==> src/rtl/fetch_issue_unit.sv <==
`default_nettype none
// ============================================================================
//  Module      : fetch_issue_unit
//  Description : Producer side of the control unit's decode interface.
//                Fetches instruction words at the PC, presents opcode and
//                literal to the decoder for one execute cycle, applies the
//                decoder's load-PC request and holds the {Z,N,C,V} status.
//  Revision    : 1.0 - initial release
// ============================================================================
module fetch_issue_unit #(
    parameter int         PC_W   = 8,
    parameter int         IW     = 15,
    parameter logic [6:0] NOP_OP = 7'h7F
) (
    input  logic            clk,
    input  logic            rst_n,
    input  logic            run,
    output logic            imem_req,
    output logic [PC_W-1:0] imem_addr,
    input  logic            imem_valid,
    input  logic [IW-1:0]   imem_data,
    output logic [6:0]      opcode,
    output logic [PC_W-1:0] literal,
    output logic            issue,
    input  logic            lpc,
    input  logic [3:0]      alu_flags,
    input  logic            flags_we,
    output logic [3:0]      status,
    output logic [PC_W-1:0] pc,
    output logic            halted
);

    typedef enum logic [1:0] {
        S_IDLE  = 2'd0,
        S_FETCH = 2'd1,
        S_EXEC  = 2'd2,
        S_HALT  = 2'd3
    } state_t;

    // Instruction register resets to an inert NOP with a zero literal.
    localparam logic [IW-1:0] c_ir_reset = {NOP_OP, {PC_W{1'b0}}};

    state_t            r_state;
    state_t            w_state_nxt;
    logic [PC_W-1:0]   r_pc;
    logic [PC_W-1:0]   w_pc_nxt;
    logic [IW-1:0]     r_ir;
    logic [IW-1:0]     w_ir_nxt;
    logic [3:0]        r_status;
    logic [3:0]        w_status_nxt;
    logic [PC_W-1:0]   w_lit;

    // Literal field of whatever instruction sits in the instruction register.
    assign w_lit = r_ir[PC_W-1:0];

    // State, PC, instruction and status registers with synchronous reset.
    always_ff @(posedge clk) begin
        if (!rst_n) begin
            r_state  <= S_IDLE;
            r_pc     <= '0;
            r_ir     <= c_ir_reset;
            r_status <= 4'b0000;
        end else begin
            r_state  <= w_state_nxt;
            r_pc     <= w_pc_nxt;
            r_ir     <= w_ir_nxt;
            r_status <= w_status_nxt;
        end
    end

    // Next-state and output decode; everything holds unless a state acts.
    always_comb begin
        w_state_nxt  = r_state;
        w_pc_nxt     = r_pc;
        w_ir_nxt     = r_ir;
        w_status_nxt = r_status;
        imem_req     = 1'b0;
        issue        = 1'b0;
        halted       = 1'b0;
        opcode       = NOP_OP;

        case (r_state)
            S_IDLE: begin
                if (run) begin
                    w_state_nxt = S_FETCH;
                end
            end

            S_FETCH: begin
                // run is deliberately ignored here: a started fetch completes.
                imem_req = 1'b1;
                if (imem_valid) begin
                    w_ir_nxt    = imem_data;
                    w_state_nxt = S_EXEC;
                end
            end

            S_EXEC: begin
                issue  = 1'b1;
                opcode = r_ir[IW-1:PC_W];
                if (flags_we) begin
                    w_status_nxt = alu_flags;
                end
                // A jump to its own address can never make progress: stop.
                if (lpc && (w_lit == r_pc)) begin
                    w_state_nxt = S_HALT;
                end else begin
                    if (lpc) begin
                        w_pc_nxt = w_lit;
                    end else begin
                        w_pc_nxt = r_pc + PC_W'(1);
                    end
                    w_state_nxt = run ? S_FETCH : S_IDLE;
                end
            end

            S_HALT: begin
                halted = 1'b1;
            end

            default: begin
                w_state_nxt = S_IDLE;
            end
        endcase
    end

    assign imem_addr = r_pc;
    assign literal   = w_lit;
    assign status    = r_status;
    assign pc        = r_pc;

endmodule
`default_nettype wire

==> config.mk <==
export PLATFORM = sky130hd
export DESIGN_NAME = fetch_issue_unit
export DESIGN_NICKNAME = d
export VERILOG_FILES = /design/src/rtl/fetch_issue_unit.sv
export SDC_FILE = /design/constraint.sdc
export NUM_CORES = 1
export LEC_CHECK = 0
export BUFFER_PORTS_ARGS = -buffer_cell sky130_fd_sc_hd__buf_2
export CAP_MARGIN = 20
export CELL_PAD_IN_SITES_DETAIL_PLACEMENT = 0
export CELL_PAD_IN_SITES_GLOBAL_PLACEMENT = 2
export CORE_AREA = 5 5 75 112
export CTS_BUF_LIST = sky130_fd_sc_hd__clkbuf_16
export CTS_CLUSTER_SIZE = 14
export DETAILED_ROUTE_END_ITERATION = 7
export DIE_AREA = 0 0 80 117
export GPL_ROUTABILITY_DRIVEN = 1
export PLACE_DENSITY = 0.84
export SLEW_MARGIN = 20
export SYNTH_ARGS = -nofsm -noshare
export SYNTH_HDL_FRONTEND = slang
export SYNTH_SLANG_ARGS = --single-unit
==> constraint.sdc <==
create_clock -name clk -period 1.4 [get_ports clk]
set_input_delay 0.14 -clock clk [delete_from_list [all_inputs] [get_ports clk]]
set_output_delay 0.14 -clock clk [all_outputs]
set_load 0.05 [all_outputs]
# After elaboration in Yosys (flattened, before gate mapping)
# Cells that the tools add are included.
[op_classes]
shift = 0
reduce_logical = 7
eq_ne = 6
div = 0
bitwise = 1
multipliers = 0
add_sub_neg = 1
n_mux = 10
n_lt_le_gt_ge = 0
[ops]
columns = ["operator", "n"]
rows = [
  ["$add A8 B1 Y8 const B", 1],
  ["$eq A8 B8 Y1", 1],
  ["$mux W8", 1],
  ["$mux W7", 1],
  ["$mux W2", 3],
  ["$pmux W2 S3", 1],
  ["$reduce_and A2 Y1", 3],
  ["$eq A2 B2 Y1 const B", 2],
  ["$mux W1", 4],
  ["$ne A2 B2 Y1 const B", 2],
  ["$reduce_and A3 Y1", 1],
  ["$reduce_bool A3 Y1", 1],
  ["$eq A2 B1 Y1 const B", 1],
  ["$logic_not A2 Y1", 1],
  ["$logic_and A1 B1 Y1", 1],
  ["$not A1 Y1", 1],
]
[totals]
reg_bits = 29
latch_bits = 0
output_inout_bits = 38
inputBits = 25
romBits = 0
wordCells = 29
memories = 0
ram_bits = 0

# Depth between registers and ports, before layout
# Gate-level depths: netlist of the first run.
[logic_depth]
depth_word = 4
ltp_mapped = 7
depth_no_buf = 6

# Worst setup path after synthesis of the first run
# OpenSTA, ideal clock, no wires.
[synth_timing]
path_type = "register to register"
start = "register r_state[1]"
end = "register r_ir[5]"
path_buffers = 1
arrival_time_ps = 1707
synth_period_minus_slack_ps = 1782
setup_slack_ps = -382
setup_time_ps = 76
required_ps = 1324
path_stages_with_launch = 8
cell_sequence = "dfxtp_1 -> inv_1 -> ha_1 -> inv_1 -> nor2_1 -> buf_2 -> nand2_1 -> a21boi_0"
[synth_via]
elab_chain_cells = 2
[synth_lines]
columns = ["item", "line_no", "source"]
rows = [
  ["start, declared", "43", "state_t r_state;"],
  ["start signal, assigned", "64", "r_state <= w_state_nxt;"],
  ["$eq A2 B1 Y1", "82", "case (r_state)"],
  ["$reduce_and A2 Y1 (no line)", "--", ""],
  ["end signal, assigned", "61", "r_ir <= c_ir_reset;"],
  ["end signal, assigned", "66", "r_ir <= w_ir_nxt;"],
  ["end, declared", "47", "logic [IW-1:0] r_ir;"],
]
# No other way between the ends.
# A chain may end at the register's enable or synchronous reset.

# Worst setup path after layout of the first run
[layout_timing]
start = "register r_ir[2]"
end = "register r_pc[2], in the netlist imem_addr[2]"
[layout_via]
elab_chain_cells = 4
word_cells_on_any_way = 5
classes_between = "eq/ne (1); mux (1); bitwise (1); reduce/logical (2)"
[layout_lines]
columns = ["item", "line_no", "source"]
rows = [
  ["$eq A8 B8 Y1", "105", "if (lpc && (w_lit == r_pc)) begin"],
  ["$logic_and A1 B1 Y1", "105", ""],
  ["$not A1 Y1 (no line)", "--", ""],
  ["$reduce_and A2 Y1 (no line)", "--", ""],
  ["end signal, assigned", "65", "r_pc <= w_pc_nxt;"],
  ["end, declared", "45", "logic [PC_W-1:0] r_pc;"],
]
# Several ways; a longest one is shown, not always the timed one.

==> impl_metrics.json, run 1 <==
{
  "status": "finished with violations",
  "violations": "setup timing",
  "ant_nets": 0,
  "powerDensity_nw_per_um2": 1724,
  "initial_core_util_pct": 22.93,
  "dpl_cell_area_sq_um": 2342,
  "cts_tree": "yes",
  "timing.fmax_mhz": 700.3,
  "hp-class": "input port to register",
  "fin_area_sq_um": 2670,
  "root_buffer": "clkbuf_16",
  "gp_congestion": 0.7329,
  "synth-seq-cells": 29,
  "antenna_found_initial": 0,
  "core_sq_um": 7417,
  "p_sw_w": 0.001970,
  "power.clock.fraction_pct": 21.8,
  "setup_viol_count_final": 3,
  "drive_gt1_share_pct": 51.03,
  "p_sw_share_pct": 42.80,
  "tightestPinTransition_ns": 0.3767,
  "grt_max_degree": 21,
  "cellLeakagePower_nw": 1.237,
  "h-tree-depth": 2,
  "diodes": 0,
  "skew_ns": 0.002418,
  "hold_viol": 0,
  "clock_path_buffers": 2,
  "grt_overflow": 0,
  "crit_fanout": 12,
  "dieArea_sq_um": 9360,
  "avgSynthCellArea_sq_um": 8.097,
  "fin_nets": 320,
  "area_growth_pct": 57.03,
  "power.share.combinational_pct": 52.9,
  "maxSlewViolCount": 0,
  "layout_setup_ws_ns": -0.02805,
  "yosysSeqAreaShare_pct": 34.14,
  "cts_buffers": 5,
  "port_buffers": 62,
  "rows": 39,
  "critPathCaptureType": "register",
  "peakVddDrop_uv": 773.1,
  "ios": 63,
  "finalCriticalPeriod_ns": 1.428,
  "grt_pass1_wl_microns": 8369,
  "fin_crit_sh_pct": 102.0,
  "ys_types": 39,
  "cap_violations": 0,
  "grt_usage_pct": 11.66,
  "grt_pass1_vias": 1763,
  "worstSetupPathType": "register to register",
  "vias": 1670,
  "cts_hold_buf": 0,
  "clk-insertion-delay-late_ns": 0.27,
  "hpwl_microns": 4025,
  "start_kind": "register",
  "avgRoutedWirePerCell_microns": 12.96,
  "worstPathRequired_ns": 1.56,
  "max-slew-margin-rel_pct": 74.88,
  "arrival_ns": 1.58,
  "vias_per_cell": 4.260,
  "nFillCells": 809,
  "clk_pin_slew_ns": 0.05,
  "die_h_microns": 117,
  "stdcell_count": 392,
  "synth_nets": 241,
  "post-place-cells": 382,
  "netlist_instances": 210,
  "ys_warn_count": 0,
  "drcViolationCount": 0,
  "rsz0062_at_grt": "yes",
  "drtPass1Iterations": 4,
  "pwr-share-seq_pct": 25.3,
  "drt-initial-drc-count": 76,
  "wirelength_microns": 5081,
  "internal_power_w": 0.002633,
  "synth_area_sq_um": 1700,
  "die_w_microns": 80,
  "cts_sinks": 29
}
==> area by class of cell <==
type                            instances  area (sq um)  area share, %
Clock inverter                          3         13.76         0.5155
Sequential cell                        29         618.1          23.15
Multi-Input combinational cell        149          1067          39.97
Tap cell                              102         127.6          4.780
Inverter                                5         21.27         0.7966
Clock buffer                            5         125.1          4.686
Timing Repair Buffer                   99         696.9          26.10
==> synthesized netlist by cell type <==
cell	number	area [sq um]
nand4_2	1	12.51
clkdlybuf4s50_2	1	11.26
a22o_1	2	17.52
a21oi_1	1	5.000
or3b_1	1	8.760
and3_2	2	15.01
buf_4	17	127.6
a22o_2	1	10.01
mux2_2	1	11.26
nand2b_1	8	50.05
ha_1	6	75.07
o41ai_1	1	8.760
a21boi_0	15	112.6
buf_6	3	33.78
clkbuf_1	3	11.26
o211ai_1	1	7.510
dfxtp_1	29	580.6
a21boi_2	1	11.26
nand4_1	1	6.260
xnor2_1	8	70.07
nand3_1	18	90.09
inv_1	5	18.77
nand2_1	45	168.9
nor2_1	9	33.78
o31ai_1	1	7.510
nand3_2	1	10.01
nand3b_1	2	15.01
and3_1	2	12.51
o21ai_0	11	55.05
a22oi_1	1	7.510
nor2b_1	1	6.260
a221oi_1	1	8.760
o31ai_4	1	21.27
and2b_1	1	7.510
a31oi_1	1	6.260
o21ai_1	2	10.01
nor3_1	1	5.000
o221ai_2	1	15.01
buf_2	3	15.01
==> state kept, by name, indices dropped and copies added, names as in the netlist <==
signal and flops:
status 4, imem_addr 8, r_state 2, r_ir 15
==> worst max-delay path, cell delays in order, from the launching register on <==
cell     delay (ns)
dfxtp_2        0.33
xnor2_2        0.19
nand3_2        0.13
o31ai_4        0.30
buf_12         0.16
nor2b_1        0.12
o21ai_1        0.08
==> cell families (layout without fill, tap and decap cells) <==
kind of cell | after synthesis | count (layout) | share of synthesized area (%)
muxes | 1 | 1 | 0.6622
AOI/OAI and AO/OA | 41 | 41 | 17.88
buffers and inverters | 32 | 112 | 12.80
DFF | 29 | 29 | 34.14
xor gates and xnor gates | 8 | 8 | 4.121
and+or+nand+nor | 93 | 93 | 25.97
adders and majority gates | 6 | 6 | 4.415
==> placed cells by master (no fill, tap or decap), drive strengths merged, types with 2 or more instances in the layout <==
cell type	count
a21boi	16
a22o	3
and3	4
buf	99
clkbuf	5
clkinv	2
dfxtp	29
ha	6
inv	6
nand2	45
nand2b	8
nand3	19
nand3b	2
nand4	2
nor2	9
o21ai	13
o31ai	2
xnor2	8
==> path summary, 6_finish.rpt <==
kind	start	endpoint	slack, ns	cells after the start
min	imem_data[14]	r_ir[14]	0.07	3
min reg2reg	r_ir[14]	r_ir[14]	0.46	2
max	r_ir[2]	imem_addr[2]	-0.03	6
max reg2reg	r_ir[2]	imem_addr[2]	-0.03	6
==> stage by stage <==
step	utilization [%]	setup WS (ns)	hold slack, ns	TNS, ns	power [W]
after detailed placement	31.58	-0.06708	0.3510	-0.2283	0.003400
after floorplan	-	-0.02194	0.2627	-0.1327	0.002864
final	36.00	-0.02805	0.07149	-0.06396	0.004604
after global routing	36.00	-0.1097	0.08169	-1.153	0.004917
after global placement	31.58	-0.008550	0.3462	-0.009134	0.003381
after CTS	35.26	-0.05040	0.06703	-0.1791	0.004623
==> power groups by stage <==
stage | registers [W] | logic [W] | clock network, W
after detailed placement | 0.00115 | 0.00225 | 0
after CTS | 0.00116 | 0.00242 | 0.00105
after global placement | 0.00115 | 0.00223 | 0
after floorplan | 0.00135 | 0.00151 | 0
final | 0.00116 | 0.00244 | 0.00100
after global routing | 0.00119 | 0.00264 | 0.00109
==> routing by layer <==
layer | up-vias | wire length (microns) | GRT usage, %
li1 | 854 | - | -
met1 | 768 | 1912 | 12.07
met2 | 42 | 2817 | 21.90
met3 | 6 | 269 | 2.986
met4 | 0 | 81 | 4.961
met5 | - | 0 | 0
==> repair_timing <==
action                     4_1_cts  5_1_grt
buffers inserted                 2        0
pin swaps                        2        3
setup endpoints to repair       21       25
resized for setup               34       17
Power figures use the tool's default switching activity.
==> run 2: changes to the inputs <==
==> constraint.sdc (replaced) <==
create_clock -name clk -period 1.4 [get_ports clk]
set_input_delay 0.14 -clock clk [delete_from_list [all_inputs] [get_ports clk]]
set_output_delay 0.14 -clock clk [all_outputs]
set_load 0.02 [all_outputs]
==> impl_metrics.json, run 2 (synthesis gave the netlist of run 1 again) <==
{
  "peakVddDrop_uv": 745.8,
  "die_h_microns": 117,
  "drcViolationCount": 0,
  "crit_chain": "xnor2_2, nand3_2, o31ai_4, buf_6, nor2b_1, o21ai_1",
  "hpwl_microns": 4025,
  "startpoint": "r_ir[2]",
  "drive_gt1_share_pct": 51.18,
  "tightestPinTransition_ns": 0.3791,
  "fin_crit_sh_pct": 101.1,
  "rr_endpoint": "imem_addr[2]",
  "diodes": 0,
  "cap_violations": 0,
  "stdcell_count": 399,
  "layout_setup_ws_ns": -0.01558,
  "grt_pass1_vias": 1623,
  "finalCriticalPeriod_ns": 1.416,
  "clk-insertion-delay-late_ns": 0.27,
  "layout_commonest_cell": "buf_2",
  "max-slew-margin-rel_pct": 74.73,
  "skew_ns": 0.005776,
  "h-tree-depth": 2,
  "die_w_microns": 80,
  "area_growth_pct": 55.48,
  "grt_usage_pct": 11.19,
  "clock_path_buffers": 2,
  "rsz0062_at_grt": "yes",
  "antenna_found_initial": 0,
  "drt-initial-drc-count": 72,
  "hp-class": "input port to register",
  "grt_pass1_wl_microns": 7893,
  "vias": 1679,
  "arrival_ns": 1.58,
  "largest_reg_flops": 15,
  "layout_common_cells": "buf_2, nand2_1, buf_4, nand3_1, dfxtp_1",
  "pre_cts_slack_ns": -0.1095,
  "fin_nets": 327,
  "ant_nets": 0,
  "r2r_slack_ns": -0.02,
  "grt_max_degree": 21,
  "gp_congestion": 0.7297,
  "dpl_cell_area_sq_um": 2293,
  "crit_fanout": 7,
  "cpPeakStageDelay_ns": 0.37,
  "worstSetupPathType": "register to register",
  "critPathBufInv": 1,
  "dieArea_sq_um": 9360,
  "maxSlewViolCount": 0,
  "worstPathRequired_ns": 1.56,
  "critPathTopFamily": "compound AO/OA/AOI/OAI gates",
  "setup_viol_count_final": 2,
  "port_buffers": 62,
  "timing.fmax_mhz": 706.4,
  "rows": 39,
  "core_sq_um": 7417,
  "cts_buffers": 5,
  "wirelength_microns": 5149,
  "start_kind": "register",
  "avgRoutedWirePerCell_microns": 12.90,
  "hold_viol": 0,
  "powerDensity_nw_per_um2": 1672,
  "initial_core_util_pct": 22.93,
  "violations": "setup timing",
  "worstSetupEndpoint": "imem_addr[2]",
  "critPathCaptureType": "register",
  "post-place-cells": 389,
  "status": "finished with violations",
  "cts_sinks": 29,
  "drtPass1Iterations": 4,
  "ios": 63,
  "root_buffer": "clkbuf_16",
  "grt_overflow": 0,
  "fin_area_sq_um": 2644,
  "vias_per_cell": 4.208,
  "cp_num_cells": 6,
  "cpMaxStageDelayCell": "dfxtp_1",
  "cts_tree": "yes",
  "top_register": "r_ir",
  "cellLeakagePower_nw": 1.205,
  "r2r_cells": 6,
  "worstReg2RegStart": "r_ir[2]",
  "clk_pin_slew_ns": 0.05
}
[run 2: what timing repair did]
item	4_1_cts	5_1_grt
pin swaps	2	2
cloned	0	1
gates resized for setup	21	23
endpoints found under the setup margin	19	28
setup buffers	0	1
hold buffers	0	0
[run 2: where the power goes]
| part | internal (W) | leakage [nW] | switching, W |
|---|---|---|---|
| combinational | 0.000999 | 0.879 | 0.00106 |
| clock | 0.000825 | 0.0826 | 0.000375 |
| sequential | 0.00102 | 0.244 | 0.000152 |
| total | 0.00284 | 1.21 | 0.00158 |
[run 2: per-layer routing]
layer  vias to the layer above  track usage (%)  part of all wire [%]
li1                        864                -                     -
met4                         0            4.735                   1.7
met3                         8            2.374                   4.3
met2                        36            21.35                    56
met5                         -                0                     0
met1                       771            11.60                    38
[run 2: cell type report]
class	count	area, sq um
clock buffers	5	125.1
fillers	823	4773
inverters	5	21.27
multi-input cells	149	1018
well taps	102	127.6
clock inverters	3	37.54
repair buffers	106	698.2
flip-flops and latches	29	615.6
[run 2: how the worst min path moves through the flow]
stage                        from  cells past startpoint  endpoint  slack [ns]
floorplan           imem_data[10]                      2  r_ir[10]        0.26
global placement     imem_data[9]                      3   r_ir[9]        0.35
detailed placement  imem_data[11]                      3  r_ir[11]        0.35
CTS                  imem_data[9]                      3   r_ir[9]        0.06
global route         imem_data[9]                      3   r_ir[9]        0.08
finish               imem_data[9]                      3   r_ir[9]        0.07
[run 2: per-stage QoR]
| step | util (%) | TNS (ns) | power, W | hold WS (ns) |
|---|---|---|---|---|
| 2_1_floorplan | - | -0.007264 | 0.002335 | 0.2627 |
| 4_1_cts | 34.19 | -0.05137 | 0.004309 | 0.06384 |
| 3_3_place_gp | 30.92 | -0.3905 | 0.002943 | 0.3464 |
| 6_report | 35.64 | -0.02772 | 0.004421 | 0.06767 |
| 3_5_place_dp | 30.92 | -0.4023 | 0.002969 | 0.3511 |
| 5_1_grt | 35.64 | -0.5299 | 0.004714 | 0.07887 |
[run 2: worst reg2reg max path, delay by kind of cell, from the launching register on]
| kind | cells | cell delay [ns] |
|---|---|---|
| xor gates and xnor gates | 1 | 0.14 |
| AOI/OAI and AO/OA | 2 | 0.38 |
| buffers and inverters | 1 | 0.17 |
| DFF | 1 | 0.37 |
| and+or+nand+nor | 2 | 0.24 |
